===== src/rtl/seq_multiplier_pkg.sv =====
// -----------------------------------------------------------------------------
// seq_multiplier_pkg
//   Shared definitions for the sequential shift-add multiplier.
//   Contents:
//     STATE_W  - width of the controller state encoding
//     state_t  - controller states IDLE / CALC / DONE
// -----------------------------------------------------------------------------
package seq_multiplier_pkg;

    localparam int unsigned STATE_W = 2;

    typedef enum logic [STATE_W-1:0] {
        IDLE = 2'd0,
        CALC = 2'd1,
        DONE = 2'd2
    } state_t;

endpackage : seq_multiplier_pkg


===== src/rtl/seq_multiplier_step.sv =====
// -----------------------------------------------------------------------------
// seq_multiplier_step
//   One combinational shift-add step of the multiplier datapath.
//   If the current multiplier LSB (i_acc_lo[0]) is set, the multiplicand is
//   added into the upper accumulator half; the (WIDTH+1)-bit sum, including
//   its carry, is then shifted right by one together with the lower half.
//   Ports:
//     i_acc_hi  [WIDTH-1:0]  upper accumulator half (partial product)
//     i_acc_lo  [WIDTH-1:0]  lower accumulator half (remaining multiplier bits)
//     i_mcand   [WIDTH-1:0]  multiplicand
//     o_acc_hi  [WIDTH-1:0]  next upper half
//     o_acc_lo  [WIDTH-1:0]  next lower half
// -----------------------------------------------------------------------------
module seq_multiplier_step
    import seq_multiplier_pkg::*;
#(
    parameter int unsigned WIDTH = 4
) (
    input  logic [WIDTH-1:0] i_acc_hi,
    input  logic [WIDTH-1:0] i_acc_lo,
    input  logic [WIDTH-1:0] i_mcand,
    output logic [WIDTH-1:0] o_acc_hi,
    output logic [WIDTH-1:0] o_acc_lo
);

    logic [WIDTH:0] w_sum;

    always_comb begin
        w_sum = {1'b0, i_acc_hi};
        if (i_acc_lo[0]) begin
            w_sum = {1'b0, i_acc_hi} + {1'b0, i_mcand};
        end
        // {carry, acc_hi, acc_lo} >> 1
        o_acc_hi = w_sum[WIDTH:1];
        o_acc_lo = {w_sum[0], i_acc_lo[WIDTH-1:1]};
    end

endmodule : seq_multiplier_step


===== src/rtl/seq_multiplier.sv =====
// -----------------------------------------------------------------------------
// seq_multiplier
//   Sequential shift-add multiplier, one partial-product step per clock.
//   Operands are accepted with a valid/ready handshake in IDLE, WIDTH steps
//   are performed in CALC, and the product is offered in DONE until the
//   consumer accepts it. out_valid rises exactly WIDTH cycles after the
//   accepting edge; with out_ready held high a new operand pair can be
//   accepted every WIDTH+2 cycles.
//
//   Build option:
//     SEQ_MULTIPLIER_SIGNED_EN - when defined, a, b and product are two's
//       complement. Magnitudes are multiplied and the result is negated on
//       the DONE-entry edge when the operand signs differ. When undefined,
//       the block is unsigned only and carries no sign logic.
//
//   Ports:
//     clk        in   rising-edge clock
//     rst        in   synchronous, active-high reset
//     in_valid   in   operands a/b valid
//     in_ready   out  block can accept operands (IDLE only)
//     a          in   [WIDTH-1:0]   multiplicand
//     b          in   [WIDTH-1:0]   multiplier
//     out_valid  out  product valid (DONE only)
//     out_ready  in   consumer accepts product
//     product    out  [2*WIDTH-1:0] a*b, held until the output handshake
//     busy       out  high whenever the controller is not in IDLE
// -----------------------------------------------------------------------------
module seq_multiplier
    import seq_multiplier_pkg::*;
#(
    parameter int unsigned WIDTH = 4
) (
    input  logic                 clk,
    input  logic                 rst,
    input  logic                 in_valid,
    output logic                 in_ready,
    input  logic [WIDTH-1:0]     a,
    input  logic [WIDTH-1:0]     b,
    output logic                 out_valid,
    input  logic                 out_ready,
    output logic [2*WIDTH-1:0]   product,
    output logic                 busy
);

    localparam int unsigned CNT_W = $clog2(WIDTH + 1);

    state_t               r_state;
    logic [CNT_W-1:0]     r_cnt;
    logic [WIDTH-1:0]     r_mcand;
    logic [WIDTH-1:0]     r_acc_hi;
    logic [WIDTH-1:0]     r_acc_lo;
    logic [2*WIDTH-1:0]   r_product;
    logic                 r_in_ready;
    logic                 r_out_valid;
    logic                 r_busy;

    logic [WIDTH-1:0]     w_acc_hi_next;
    logic [WIDTH-1:0]     w_acc_lo_next;
    logic [2*WIDTH-1:0]   w_final;
    logic [2*WIDTH-1:0]   w_result;
    logic [WIDTH-1:0]     w_a_mag;
    logic [WIDTH-1:0]     w_b_mag;
    logic                 w_accept;

    seq_multiplier_step #(
        .WIDTH (WIDTH)
    ) u_step (
        .i_acc_hi (r_acc_hi),
        .i_acc_lo (r_acc_lo),
        .i_mcand  (r_mcand),
        .o_acc_hi (w_acc_hi_next),
        .o_acc_lo (w_acc_lo_next)
    );

    // Value the accumulator takes after the step on the current edge.
    assign w_final  = {w_acc_hi_next, w_acc_lo_next};
    assign w_accept = in_valid && r_in_ready;

`ifdef SEQ_MULTIPLIER_SIGNED_EN
    logic r_sign;

    // The most-negative operand negates to itself, which read unsigned is
    // exactly its magnitude 2^(WIDTH-1).
    assign w_a_mag  = a[WIDTH-1] ? -a : a;
    assign w_b_mag  = b[WIDTH-1] ? -b : b;
    assign w_result = r_sign ? -w_final : w_final;

    always_ff @(posedge clk) begin
        if (rst) begin
            r_sign <= 1'b0;
        end else if (r_state == IDLE && w_accept) begin
            r_sign <= a[WIDTH-1] ^ b[WIDTH-1];
        end
    end
`else
    assign w_a_mag  = a;
    assign w_b_mag  = b;
    assign w_result = w_final;
`endif

    // Controller, counter and datapath registers.
    always_ff @(posedge clk) begin
        if (rst) begin
            r_state     <= IDLE;
            r_cnt       <= '0;
            r_mcand     <= '0;
            r_acc_hi    <= '0;
            r_acc_lo    <= '0;
            r_product   <= '0;
            r_in_ready  <= 1'b1;
            r_out_valid <= 1'b0;
            r_busy      <= 1'b0;
        end else begin
            case (r_state)
                IDLE: begin
                    if (w_accept) begin
                        r_mcand    <= w_a_mag;
                        r_acc_hi   <= '0;
                        r_acc_lo   <= w_b_mag;
                        r_cnt      <= '0;
                        r_in_ready <= 1'b0;
                        r_busy     <= 1'b1;
                        r_state    <= CALC;
                    end
                end

                CALC: begin
                    r_acc_hi <= w_acc_hi_next;
                    r_acc_lo <= w_acc_lo_next;
                    r_cnt    <= r_cnt + CNT_W'(1);
                    // r_cnt counts completed steps; the step taken while it
                    // reads WIDTH-1 is the last one, so its result is loaded
                    // straight into product on this same edge.
                    if (r_cnt == CNT_W'(WIDTH - 1)) begin
                        r_product   <= w_result;
                        r_out_valid <= 1'b1;
                        r_state     <= DONE;
                    end
                end

                DONE: begin
                    if (out_ready) begin
                        r_out_valid <= 1'b0;
                        r_in_ready  <= 1'b1;
                        r_busy      <= 1'b0;
                        r_state     <= IDLE;
                    end
                end

                default: begin
                    r_state <= IDLE;
                end
            endcase
        end
    end

    assign in_ready  = r_in_ready;
    assign out_valid = r_out_valid;
    assign product   = r_product;
    assign busy      = r_busy;

endmodule : seq_multiplier


===== config.mk =====
export PLATFORM = sky130hd
export DESIGN_NAME = seq_multiplier
export DESIGN_NICKNAME = d
export VERILOG_FILES = /design/src/rtl/seq_multiplier_pkg.sv /design/src/rtl/seq_multiplier_step.sv /design/src/rtl/seq_multiplier.sv
export SDC_FILE = /design/constraint.sdc
export NUM_CORES = 1
export LEC_CHECK = 0
export BUFFER_PORTS_ARGS = -buffer_cell sky130_fd_sc_hd__clkbuf_2
export CAP_MARGIN = 20
export CORE_MARGIN = 2
export CORE_UTILIZATION = 50
export CTS_CLUSTER_SIZE = 28
export DETAILED_ROUTE_END_ITERATION = 16
export PLACE_DENSITY = 0.82
export SLEW_MARGIN = 40
export SYNTH_ARGS = -nofsm -noshare
export SYNTH_HDL_FRONTEND = slang
export SYNTH_SLANG_ARGS = --single-unit
export TNS_END_PERCENT = 20

===== constraint.sdc =====
create_clock -name clk -period 2.2 [get_ports clk]
set_input_delay 0.33 -clock clk [delete_from_list [all_inputs] [get_ports clk]]
set_output_delay 0.33 -clock clk [all_outputs]
set_load 0.005 [all_outputs]

# After elaboration in Yosys (flattened, before gate mapping)
# Index checks and enable logic that the tools add are counted.
[op_classes]
eq_ne = 6
mux = 19
addsub = 2
reduce_logical = 11
[ops]
columns = ["operator", "n"]
rows = [
  ["$pmux W4 S2", 2],
  ["$reduce_and A3 Y1", 3],
  ["$mux W4", 2],
  ["$mux W2", 3],
  ["$ne A2 B2 Y1 const B", 3],
  ["$pmux W1 S2", 3],
  ["$pmux W2 S3", 1],
  ["$pmux W3 S2", 1],
  ["$reduce_and A2 Y1", 3],
  ["$reduce_bool A2 Y1", 3],
  ["$add A4 B4 Y5", 1],
  ["$mux W1", 5],
  ["$mux W5", 1],
  ["$add A3 B1 Y3 const B", 1],
  ["$eq A3 B2 Y1 const B", 1],
  ["$mux W3", 1],
  ["$eq A2 B1 Y1 const B", 1],
  ["$eq A2 B2 Y1 const B", 1],
  ["$logic_not A2 Y1", 1],
  ["$logic_and A1 B1 Y1", 1],
]
[totals]
in_bits = 12
ff_bits = 28
elab_cells = 47

# Longest topological paths before layout
[logic_depth]
word_depth = 3
ltp_mapped = 7

# Modules after synthesis
# Synthesis repeated with hierarchy kept, for this count alone.
[unflattened]
hier_cells = 140
area_unflattened_um2 = 1382.6
[modules_own_cells]
columns = ["mod", "area_each_um2", "n_inst", "cells_each", "seq_area_each_um2"]
rows = [
  ["seq_multiplier", 1152.4, 1, 111, 560.5],
  ["seq_multiplier_step", 230.2, 1, 29, 0.0],
]

# Least setup slack after synthesis
# Ideal clock, no wire load.
[synth_path]
path_kind = "reg-to-reg"
startpoint = "register r_acc_hi[0]"
endpoint = "register r_acc_hi[1]"
t_arrival_ns = 1.473
synth_period_minus_slack_ns = 1.600
slack_ns = 0.600
path_buffers = 0
path_stages_with_launch = 8
cell_sequence = "dfxtp_1 -> ha_1 -> inv_1 -> fa_1 -> xnor2_1 -> mux2_2 -> a22oi_1 -> nor2_1"
[synth_via]
elab_chain_len = 3
[synth_rtl]
columns = ["element", "line_no", "rtl"]
rows = [
  ["start: declaration", "seq_multiplier.sv:50", "logic [WIDTH-1:0] r_acc_hi;"],
  ["start signal: assignment", "seq_multiplier.sv:128", "r_acc_hi <= w_acc_hi_next;"],
  ["$add A4 B4 Y5", "seq_multiplier_step.sv:31", "w_sum = {1'b0, i_acc_hi} + {1'b0, i_mcand};"],
  ["$mux W5", "seq_multiplier_step.sv:30", "if (i_acc_lo[0]) begin"],
  ["$pmux W4 S2", "seq_multiplier.sv:114", "case (r_state)"],
]
# No other way between the ends.
# A chain may end at the register's enable or synchronous reset.

# Final worst setup path
# Ends and elaborated chain as after synthesis.

==> metrics.txt <==
post-synthesis xor/xnor area fraction=0.6530%; Syn-to-layout area delta=8.395%; Syn Area/Cell=8.767 sq um; clock share of power=27.2%; Nets=189; Initial Utilization=53.65%; largest family of logic cells by synthesized area=simple AND/OR/NAND/NOR gates; Final GP Congestion=0.8260; CTS Buffer Depth=2; switching share of power=26.47%; total CTS buffers=3; simple-gate share of the synthesized area=23.69%; Comb pwr share=13.4%; Arr. time, crit path=1.98 ns; drt drc=0; DR WL/cell=12.96 microns; Post-synth top flop=dfxtp_1; worst-skew pair later-pin latency=0.32 ns; P_int=0.6855 mW; Critical Path Start=r_acc_hi[0]; via count=1,084; CTS sink cnt=28; top cells by count, synth=dfxtp_1 (28), nor2_1 (25), nand2_1 (22); WS Path Type=reg2reg; crit-path max cell delay=0.41 ns; # rows=18; reg2reg start=r_acc_hi[0]; max-slew violations=0; drt total wl=2580 microns; CTS tree=done; Yosys reg bits=28; sequential cell fraction of total power=59.4%; PwrDens=641.2 mW/mm^2; final hold violation count=0; syn_nets=172; sum of net half-perimeters after detailed placement=1888 microns; fraction of layout cells with a size suffix above 1=21.30%; Layout Utilization=58.16%; relative slew slack=60.22%; CP startpoint kind=register; Final setup violation count=0; Leak Pwr=0.5891 nW; Die Y-Extent=55.80 microns; critical path's slowest cell=fa_1; adder-cell area share of the yosys netlist=7.090%; Synth top area share=41.79%; Worst EP required=2.41 ns; vias in the first global route=1,072; largest area contributor in the netlist=dfxtp_1; core box area=0.002500 sq mm; hold crit path type=in2reg; initial drt markers=48; sequential area share after synthesis=41.79%; Fmax achieved=566.6 MHz; total of warnings raised by yosys=0; clock transition at the registers of the reported paths=0.15 ns; status=finished, final reports clean; Die W=55.80 microns; post-synthesis cell type count=36; worst clock skew=0.002002 ns; H-tree depth=1; Crit Path Max Fanout=3; Post-synth EDFFs=0; number of setup buffers added after CTS=0; ANT nets after route=0; async set-reset flop share out of synthesis=0%; worst vdd ir=0.0005027 V; CTS resizes=0; synth top area cells=dfxtp_1 (42%), nor2_1 (7.0%), nand2_1 (6.2%); DR vias/cell=5.447; hold_sp=a[2]; IO Count=23; Synth Cell Area=0.001341 sq mm; sw power=0.2467 mW; most frequent cell after synthesis=dfxtp_1; Detailed Routing Iterations Pass 1=4; Tot GR Track Use=18.38%; Worst Path Buf+Inv=1; Crit path max-delay family=adder cells; Die ar.=0.003113 sq mm; compound-cell area share of the yosys netlist=15.39%; Worst Setup End Kind=register; first-pass GRT wire length=4629 microns; antenna cells=0; Root Buffer Master=clkbuf_4; Port Buf Inserts=22; Placed Area=0.001418 sq mm; initial antenna violation count=0; Finished Cell Area=0.001454 sq mm; cts hold-fix bufs=0; grt ovf=0; proportion of synthesized area in mux cells=4.664%; largest net degree at the start of global routing=32; Max-cap violations=0; synthesized netlist cell count=153; RSZ-0062 raised after global routing=false; CP cell instances=ha_1 > inv_1 > fa_1 > xnor2_1 > mux2_2 > a22oi_1 > nor2_1; Tmin final=1.765 ns; Slew @ Worst Pin=0.5967 ns; Final Cycle Share=80.22%; TNS Setup=0 ns
==> power groups by stage <==
stage | clock (mW) | combinational [mW] | sequential (mW)
after floorplan | 0 | 0.115 | 0.552
after global placement | 0 | 0.122 | 0.562
after detailed placement | 0 | 0.126 | 0.564
after CTS | 0.257 | 0.127 | 0.553
after global routing | 0.275 | 0.144 | 0.558
final | 0.253 | 0.125 | 0.554
==> stage by stage <==
| stage | hold WS, ns | worst slack (ns) | instances | power, mW |
|---|---|---|---|---|
| 6_report | 0.2274 | 0.4351 | 199 | 0.9322 |
| 2_1_floorplan | 0.4016 | 0.5997 | 153 | 0.6676 |
| 5_1_grt | 0.2276 | 0.3041 | 199 | 0.9775 |
| 4_1_cts | 0.2266 | 0.4387 | 199 | 0.9366 |
| 3_3_place_gp | 0.4444 | 0.5639 | 195 | 0.6838 |
| 3_5_place_dp | 0.4508 | 0.4566 | 195 | 0.6908 |
==> per-layer routing <==
layer	wire length [microns]	up-vias	part of all wire (%)	GRT usage (%)
met1	1237	496	48	21.90
li1	-	553	-	-
met2	1152	27	45	31.80
met3	117	8	4.5	3.488
met4	73	0	2.8	8.362
met5	0	-	0	0
==> cell type report <==
cell class,instances,area (sq um)
timing repair buffer,22,110.1
sequential,28,560.5
clock buffer,4,36.28
inverter,5,18.77
fill,237,1046
multi-input combinational,110,690.7
tap,30,37.54
==> cells in the final DEF, fill, tap and decap left out, types with 2 or more instances in the layout <==
cell	synthesis	layout
o31ai_1	2	2
a22oi_1	3	3
clkbuf_4	0	3
nor2_1	25	25
nor2b_1	3	3
dfxtp_1	28	28
mux2_2	2	2
ha_1	6	6
a21oi_1	15	15
inv_1	5	5
nand2b_1	2	2
nand3b_1	3	3
nand2_1	22	22
a311oi_1	3	3
nor3_1	2	2
mux2i_1	4	4
clkbuf_2	0	22
==> flip-flops by register name, indices dropped and copies added, names as in the netlist <==
signal     cells
product        8
r_acc_hi       4
r_acc_lo       4
r_mcand        4
r_cnt          3
r_state        2
busy           1
in_ready       1
out_valid      1
==> worst reg2reg max path, cell delays in order (launching register included) <==
cell and delay (ns):
dfxtp_1 0.39, ha_1 0.18, inv_1 0.07, fa_1 0.41, xnor2_1 0.14, mux2_2 0.27, a22oi_1 0.14, nor2_1 0.06
==> final timing paths <==
kind	cells past startpoint	endpoint	slack, ns
max	7	r_acc_hi[1]	0.44
min	3	r_mcand[2]	0.23
max reg2reg	7	r_acc_hi[1]	0.44
min reg2reg	2	product[2]	0.47
==> logic make-up (layout without fill, tap and decap cells) <==
family | count (synthesis) | count (layout)
buffers and inverters | 15 | 31
AOI/OAI and AO/OA | 31 | 31
muxes | 6 | 6
DFF | 28 | 28
and+or+nand+nor | 65 | 65
xor gates and xnor gates | 1 | 1
adders and majority gates | 7 | 7
Note: power is estimated with default switching activity, not from simulation.
